[config.mk]
export PLATFORM = sky130hd
export DESIGN_NAME = entropy_conditioner
export DESIGN_NICKNAME = d
export VERILOG_FILES = /design/src/rtl/entropy_conditioner.sv
export SDC_FILE = /design/constraint.sdc
export NUM_CORES = 1
export LEC_CHECK = 0
export CELL_PAD_IN_SITES_DETAIL_PLACEMENT = 0
export CELL_PAD_IN_SITES_GLOBAL_PLACEMENT = 2
export CORE_ASPECT_RATIO = 1.1
export CORE_MARGIN = 5
export CORE_UTILIZATION = 30
export CTS_CLUSTER_DIAMETER = 40
export DETAILED_ROUTE_END_ITERATION = 12
export PLACE_DENSITY = 0.67
export SYNTH_ARGS = -nofsm -noshare
export SYNTH_HDL_FRONTEND = slang
export SYNTH_SLANG_ARGS = --single-unit
[constraint.sdc]
create_clock -name clk -period 3.45 [get_ports clk]
set_input_delay 0.69 -clock clk [delete_from_list [all_inputs] [get_ports clk]]
set_output_delay 0.69 -clock clk [all_outputs]
set_load 0.1 [all_outputs]
[src/rtl/entropy_conditioner.sv]
// Von Neumann debiaser for a raw entropy bit stream with a repetition-count health test,
// a 4-entry output FIFO and framing of the debiased stream into fixed-length test sequences.
module entropy_conditioner #(
    parameter int SEQ_LEN    = 128,
    parameter int REP_CUTOFF = 32
) (
    input  logic clk,
    input  logic rst,
    input  logic en,
    input  logic raw_bit,
    input  logic raw_vld,
    output logic epsilon_dat,
    output logic epsilon_vld,
    input  logic epsilon_rdy,
    output logic seq_first,
    output logic seq_last,
    output logic rep_fail,
    output logic ovf
);

    typedef enum logic [1:0] {FIRST, SECOND, FAIL} state_t;

    localparam logic [7:0]  CUTOFF  = 8'(REP_CUTOFF);
    localparam logic [15:0] SEQ_MAX = 16'(SEQ_LEN - 1);

    state_t      state_reg;
    logic        held_reg;
    logic [7:0]  rep_cnt_reg;
    logic [7:0]  rep_cnt_next;
    logic        last_raw_reg;
    logic        mem_reg [4];
    logic [1:0]  wr_ptr_reg;
    logic [1:0]  rd_ptr_reg;
    logic [2:0]  count_reg;
    logic [15:0] seq_cnt_reg;
    logic        rep_fail_reg;
    logic        ovf_reg;

    logic sample;
    logic rep_trip;
    logic push;
    logic pop;
    logic full;
    logic accept;
    logic drop;

    // Once in FAIL the source is no longer trusted, so nothing it sends is looked at.
    always_comb begin
        sample       = raw_vld && (state_reg != FAIL);
        rep_cnt_next = rep_cnt_reg;
        if (sample) begin
            if (rep_cnt_reg == 8'd0 || raw_bit != last_raw_reg) begin
                rep_cnt_next = 8'd1;
            end else if (rep_cnt_reg != CUTOFF) begin
                rep_cnt_next = rep_cnt_reg + 8'd1;
            end
        end
        rep_trip = sample && (rep_cnt_next == CUTOFF);
        push     = sample && en && (state_reg == SECOND) && (raw_bit != held_reg) && !rep_trip;
        pop      = epsilon_vld && epsilon_rdy;
        full     = (count_reg == 3'd4);
        accept   = push && (!full || pop);
        drop     = push && full && !pop;
    end

    always_ff @(posedge clk) begin
        if (rst) begin
            state_reg    <= FIRST;
            held_reg     <= 1'b0;
            rep_cnt_reg  <= 8'd0;
            last_raw_reg <= 1'b0;
            for (int i = 0; i < 4; i++) mem_reg[i] <= 1'b0;
            wr_ptr_reg   <= 2'd0;
            rd_ptr_reg   <= 2'd0;
            count_reg    <= 3'd0;
            seq_cnt_reg  <= 16'd0;
            rep_fail_reg <= 1'b0;
            ovf_reg      <= 1'b0;
        end else begin
            rep_cnt_reg <= rep_cnt_next;
            if (sample) last_raw_reg <= raw_bit;

            if (rep_trip) begin
                // Alarm wins over any push/pop this cycle: flush and park until reset.
                state_reg    <= FAIL;
                rep_fail_reg <= 1'b1;
                wr_ptr_reg   <= 2'd0;
                rd_ptr_reg   <= 2'd0;
                count_reg    <= 3'd0;
                seq_cnt_reg  <= 16'd0;
            end else begin
                unique case (state_reg)
                    FIRST: begin
                        if (sample && en) begin
                            held_reg  <= raw_bit;
                            state_reg <= SECOND;
                        end
                    end
                    SECOND: begin
                        if (!en || sample) state_reg <= FIRST;
                    end
                    default: state_reg <= FAIL;
                endcase

                if (accept) begin
                    mem_reg[wr_ptr_reg] <= held_reg;
                    wr_ptr_reg          <= wr_ptr_reg + 2'd1;
                end
                if (pop) begin
                    rd_ptr_reg  <= rd_ptr_reg + 2'd1;
                    seq_cnt_reg <= (seq_cnt_reg == SEQ_MAX) ? 16'd0 : seq_cnt_reg + 16'd1;
                end
                count_reg <= count_reg + 3'(accept) - 3'(pop);
                if (drop) ovf_reg <= 1'b1;
            end
        end
    end

    assign epsilon_dat = mem_reg[rd_ptr_reg];
    assign epsilon_vld = (count_reg != 3'd0);
    assign seq_first   = epsilon_vld && (seq_cnt_reg == 16'd0);
    assign seq_last    = epsilon_vld && (seq_cnt_reg == SEQ_MAX);
    assign rep_fail    = rep_fail_reg;
    assign ovf         = ovf_reg;

endmodule

==> results of run 1 <==
-- worst max-delay path: stages --
cell,delay (ps)
clkdlybuf4s50_1,510
buf_4,190
nand3_4,70
o32a_1,330
and4_4,190
nand3_2,70
nand2_2,60
ha_1,270
inv_1,40
ha_1,180
fa_1,380
xnor2_1,200
xnor2_1,130
nor2_1,50
-- layout make-up --
class                      count  area (µm²)  share of cell area, %
timing repair buffer          33         270                   9.58
multi-input combinational    201        1330                   47.3
tap                          108         135                   4.79
inverter                      19        71.3                   2.53
clock buffer                   6        93.8                   3.33
clock inverter                 2        13.8                  0.488
sequential                    43         902                   32.0
-- power groups by stage --
stage | logic [mW] | clock network, mW | registers [mW]
floorplan | 0.355 | 0 | 0.581
global placement | 0.457 | 0 | 0.589
detailed placement | 0.452 | 0 | 0.589
CTS | 0.454 | 0.398 | 0.578
global route | 0.494 | 0.415 | 0.584
finish | 0.452 | 0.383 | 0.577
-- cell usage in the layout (no fill, tap or decap), drive strengths merged, types with 3 or more instances in the layout --
cell	instances
clkbuf	6
dfxtp	39
o31ai	3
ha	6
nor2	33
clkdlybuf4s50	7
nor3	9
nand4	6
buf	25
o21ai	12
a31oi	4
and4	3
xnor2	8
nor4	5
and3	4
or4	3
a21oi	17
nand3	13
edfxtp	4
nand2	26
and2	5
inv	19
or3	4
xor2	11
-- logic make-up (layout without fill, tap and decap cells) --
kind of cell	Yosys count	after routing	synth area share [%]
buf+inv	30	60	5.83
simple gates	119	119	27.9
compound gates	54	54	14.9
mux	2	2	1.38
xor+xnor	19	19	7.84
fa+ha+maj	7	7	4.03
flops	43	43	38.2
-- final timing paths --
| path | start | endpoint | slack [ps] | cells after the start |
|---|---|---|---|---|
| max | raw_vld | count_reg[2] | 270 | 14 |
| max reg2reg | rep_cnt_reg[1] | count_reg[2] | 320 | 16 |
| min | rep_fail | rep_fail | 470 | 1 |
| min reg2reg | rep_fail | rep_fail | 470 | 1 |
-- routing by layer --
layer	vias up	GRT usage [%]
li1	1028	-
met1	922	15.6
met2	33	20.9
met3	9	2.70
met4	0	4.33
met5	-	0
-- repair_timing --
action	4_1_cts	5_1_grt
buffers inserted	0	1
setup endpoints to repair	0	1
hold buffers	0	0
gates resized for setup	0	4
==> summary.txt, run 1 <==
Drt
  • Initial drt markers: 51
  • Via/cell ratio: 4.83
  • Top sig layer: met4
  • DR DRC count: 0
  • M1 WL: 2.64 mm
  • ANT nets after route: 0
  • Final wirelength: 5.55 mm
  • WL/cell: 13.5 µm
  • Drt first pass iters: 4
  • WL met3: 167 µm
  • Met2 Routed Length: 2.64 mm
  • Via count: 1,992

Clocking
  • Register clock-pin slew on the reported worst setup and hold paths: 90 ps
  • Clock root buffer: clkbuf_8
  • Num CTS Buffers: 5
  • Clock Sinks: 43
  • CTS tree: yes
  • Clock Latency Late Sink: 300 ps
  • Clock Tree Buf Depth: 2
  • H-tree Lvls: 2

Cells and area
  • Layout cell share with drive strength beyond 1: 17.8%
  • Final net count: 316
  • Max FFs per register: 16
  • Design area: 0.00282 mm²
  • Core Util, Final: 36.2%
  • Area grow syn2layout: 19.4%
  • Finished Layout Cells: 412
  • FILL cells: 855
  • Diode count: 0

Worst setup path
  • Startpoint Class: primary input
  • CP Class: in2reg
  • Critical Path RT: 3620 ps
  • CP arrival: 3360 ps
  • Crit path max fanout: 6
  • Worst setup EP type: flip-flop

GRT
  • Total congestion overflow: 0
  • Vias in the first global route: 1,982
  • Total GRT Usage: 12.3%
  • First-pass GRT wire length: 9.48 mm
  • Largest net degree at the start of global routing: 15
  • Initial antenna violation count: 0

Yosys
  • Post-synthesis sequential area ratio: 38.2%
  • Post-synth EDFFs: 4
  • Mapped Cells: 274
  • Async SR Flop Fraction: 0%
  • Top-area cell type share of the netlist area: 33.1%
  • Number of distinct library cells after synthesis: 60
  • Top FF cell, synth: dfxtp_1
  • #FFs+latches synth: 43
  • Synth Warn #: 0
  • Synth area leaders: dfxtp_1 33%, edfxtp_1 5.1%, nor2_1 4.8%, xor2_1 4.1%, nand2_1 4.0%
  • Biggest area consumer among synthesized cells: dfxtp_1
  • Syn_area_per_cell: 8.62 µm²
  • Most frequent cell after synthesis: dfxtp_1
  • Synth cell count leaders: 39 x dfxtp_1, 30 x nor2_1, 25 x nand2_1
  • Mapped Nets: 287
  • Synthesized cell area: 0.00236 mm²

STA
  • Setup TNS Final: 0 ps
  • Clock skew: 11.8 ps
  • Tcrit/Tclk final: 92.2%
  • Slew @ Worst Pin: 967 ps
  • Achievable frequency: 314 MHz
  • Fin Hold WS: 470 ps
  • Slew headroom: 35.3%
  • Setup violations, final: 0
  • Minimum clock period: 3180 ps
  • Worst setup margin: 268 ps
  • Final Hold Viols: 0
  • RSZ-0062 raised after global routing: no
  • Max-slew violations: 0

Min path
  • Worst Hold Class: reg2reg

Placed design
  • DP Cell Count: 403
  • Dpl hpwl: 4.06 mm
  • Final Wtd Congestion: 0.929
  • DP Worst Slack: -223 ps
  • Placed cell area: 0.00269 mm²
  • Input/output buffers: 11

Power
  • P per Cell Area: 501 mW/mm²
  • Max IR drop VDD: 206 µV
  • Total power: 1.41 mW
  • Seq pwr share: 40.9%
  • Sw frac: 37.8%
  • Comb power frac: 32.0%
  • Sw Pwr: 534 µW
  • Clk pwr share: 27.1%
  • Leak Pwr: 1.03 nW
  • Internal: 878 µW

Status
  • Status: finished, final reports clean

Die
  • I/O pin cnt: 12
  • Starting Density: 30.3%
  • Die width: 94.6 µm
  • DIE AREA: 0.00975 mm²
  • Die H: 103 µm
  • Core Region: 0.00778 mm²
  • Rows: 34

Flow run
  • Max cap viols: 0
Power figures use the tool's default switching activity.
==> run 2, diff against run 1 <==
==> config.mk (replaced) <==
export PLATFORM = sky130hd
export DESIGN_NAME = entropy_conditioner
export DESIGN_NICKNAME = d
export VERILOG_FILES = /design/src/rtl/entropy_conditioner.sv
export SDC_FILE = /design/constraint.sdc
export NUM_CORES = 1
export LEC_CHECK = 0
export CORE_ASPECT_RATIO = 1.1
export CORE_MARGIN = 5
export CORE_UTILIZATION = 30
export CTS_CLUSTER_DIAMETER = 40
export DETAILED_ROUTE_END_ITERATION = 12
export PLACE_DENSITY = 0.45
export SYNTH_ARGS = -nofsm -noshare
export SYNTH_HDL_FRONTEND = slang
export SYNTH_SLANG_ARGS = --single-unit
==> summary.txt, run 2 (synthesized netlist as in run 1, its figures left out) <==
Status
  • Status: finished, final reports clean

Power
  • Max IR drop VDD: 170 µV
  • P per Cell Area: 500 mW/mm²
  • Leak Pwr: 1.03 nW

Worst setup path
  • R2R setup slack: 330 ps
  • Capturing point of the worst reg2reg path: count_reg[2]
  • CP Capture Point: count_reg[2]
  • FF-to-FF Start: rep_cnt_reg[0]
  • Worst setup EP type: flip-flop
  • Crit path max fanout: 12
  • R2R cell count: 15
  • Startpoint Class: primary input
  • Crit path cell chain: clkdlybuf4s50_1 -> nand2_1 -> buf_4 -> o21ai_0 -> and3_1 -> nand3_2 -> nand2_2 -> ha_1 -> inv_1 -> ha_1 -> fa_1 -> xnor2_1 -> xnor2_1 -> nor2_1
  • Crit path largest cell delay: 570 ps
  • CP arrival: 3380 ps
  • Crit-path slowest cell: clkdlybuf4s50_1
  • Critical path startpoint: raw_vld
  • CP Class: in2reg
  • Critical Path RT: 3630 ps

Cells and area
  • Diode count: 0
  • Final net count: 315
  • Max FFs per register: 16
  • Layout cell share with drive strength beyond 1: 16.5%
  • Core Util, Final: 36.2%
  • Register area: 901 µm²
  • FILL cells: 810
  • Most frequent cells in the layout: 39 x dfxtp_1, 30 x nor2_1, 25 x nand2_1, 23 x buf_4
  • Multi-input gate area: 0.00134 mm²
  • Design area: 0.00282 mm²
  • Most common cell after layout, fill and taps aside: dfxtp_1
  • Area grow syn2layout: 19.3%

Clocking
  • Clock root buffer: clkbuf_8
  • CTS tree: yes
  • Post-CTS setup buffers: 0
  • Clock Sinks: 43
  • H-tree Lvls: 2
  • CTS Hold Bufs: 0
  • Num CTS Buffers: 5
  • Clock Latency Late Sink: 290 ps
  • Register clock-pin slew on the reported worst setup and hold paths: 90 ps
  • Clock Tree Buf Depth: 2

GRT
  • Total congestion overflow: 0
  • Largest net degree at the start of global routing: 14
  • Initial antenna violation count: 0
  • Vias in the first global route: 1,830
  • Total GRT Usage: 11.4%
  • First-pass GRT wire length: 8.83 mm

Drt
  • WL/cell: 12.6 µm
  • Via count: 2,000
  • Final wirelength: 5.19 mm
  • Top sig layer: met4
  • DR DRC count: 0
  • Drt first pass iters: 5
  • Met2 Routed Length: 2.39 mm
  • M1 WL: 2.52 mm
  • WL met3: 220 µm
  • Initial drt markers: 77
  • ANT nets after route: 0
  • Via/cell ratio: 4.87

STA
  • Minimum clock period: 3200 ps
  • Tcrit/Tclk final: 92.9%
  • Achievable frequency: 312 MHz
  • RSZ-0062 raised after global routing: no
  • Fin Hold WS: 473 ps
  • Final Hold Viols: 0
  • Worst setup margin: 246 ps
  • Setup violations, final: 0
  • Clock skew: 9.83 ps
  • Slew headroom: 35.5%
  • Max-slew violations: 0
  • Slew @ Worst Pin: 964 ps

Die
  • DIE AREA: 0.00975 mm²
  • Starting Density: 30.3%
  • Die width: 94.6 µm
  • I/O pin cnt: 12
  • Die H: 103 µm
  • Rows: 34
  • Core Region: 0.00778 mm²

Min path
  • Critical hold path startpoint: rep_fail
  • Worst Hold Class: reg2reg
  • Hold path cells: 1

Placed design
  • DP Worst Slack: -192 ps
  • Dpl hpwl: 3.91 mm
  • Final Wtd Congestion: 0.855
  • Placed cell area: 0.00269 mm²
  • Input/output buffers: 11

Flow run
  • Max cap viols: 0
-- run 2: timing repair --
action                                  4_1_cts  5_1_grt
gates resized for setup                       0        3
endpoints found under the setup margin        0        1
hold endpoints to repair                      0        0
-- run 2: critical path: cells and delay by family --
family | cells | cell delay (ps)
AOI/OAI and AO/OA | 1 | 280
buffers and inverters | 3 | 790
adders and majority gates | 3 | 670
xor gates and xnor gates | 2 | 330
and+or+nand+nor | 5 | 610
-- run 2: final cells by class --
cell class	instances	area share (%)
Clock buffer	5	2.44
Multi-Input combinational cell	201	47.5
Tap cell	108	4.80
Clock inverter	3	1.38
Sequential cell	43	32.0
Inverter	19	2.53
Timing Repair Buffer	32	9.41
-- run 2: report_power, final --
group,leakage (nW),switching (mW),internal [mW]
Clock,0.0556,0.174,0.212
Sequential,0.357,0.0324,0.544
Combinational,0.613,0.302,0.146
Total,1.03,0.508,0.902
-- run 2: through the flow --
step	power [mW]	setup TNS [ps]	instances
after global placement	1.04	-162	403
after detailed placement	1.04	-216	403
after CTS	1.44	0	411
after floorplan	0.936	0	274
final	1.41	0	411
after global routing	1.50	0	411
-- run 2: how the worst min path moves through the flow --
stage                     end  slack (ps)
5_1_grt              rep_fail         490
3_3_place_gp         rep_fail         450
4_1_cts              rep_fail         470
3_5_place_dp         rep_fail         450
2_1_floorplan  seq_cnt_reg[1]         460
6_report             rep_fail         470
-- run 2: metal layers --
| layer | vias up | GRT usage (%) |
|---|---|---|
| met2 | 35 | 18.6 |
| met5 | - | 0 |
| met3 | 4 | 2.70 |
| met1 | 935 | 14.8 |
| met4 | 0 | 4.00 |
| li1 | 1026 | - |
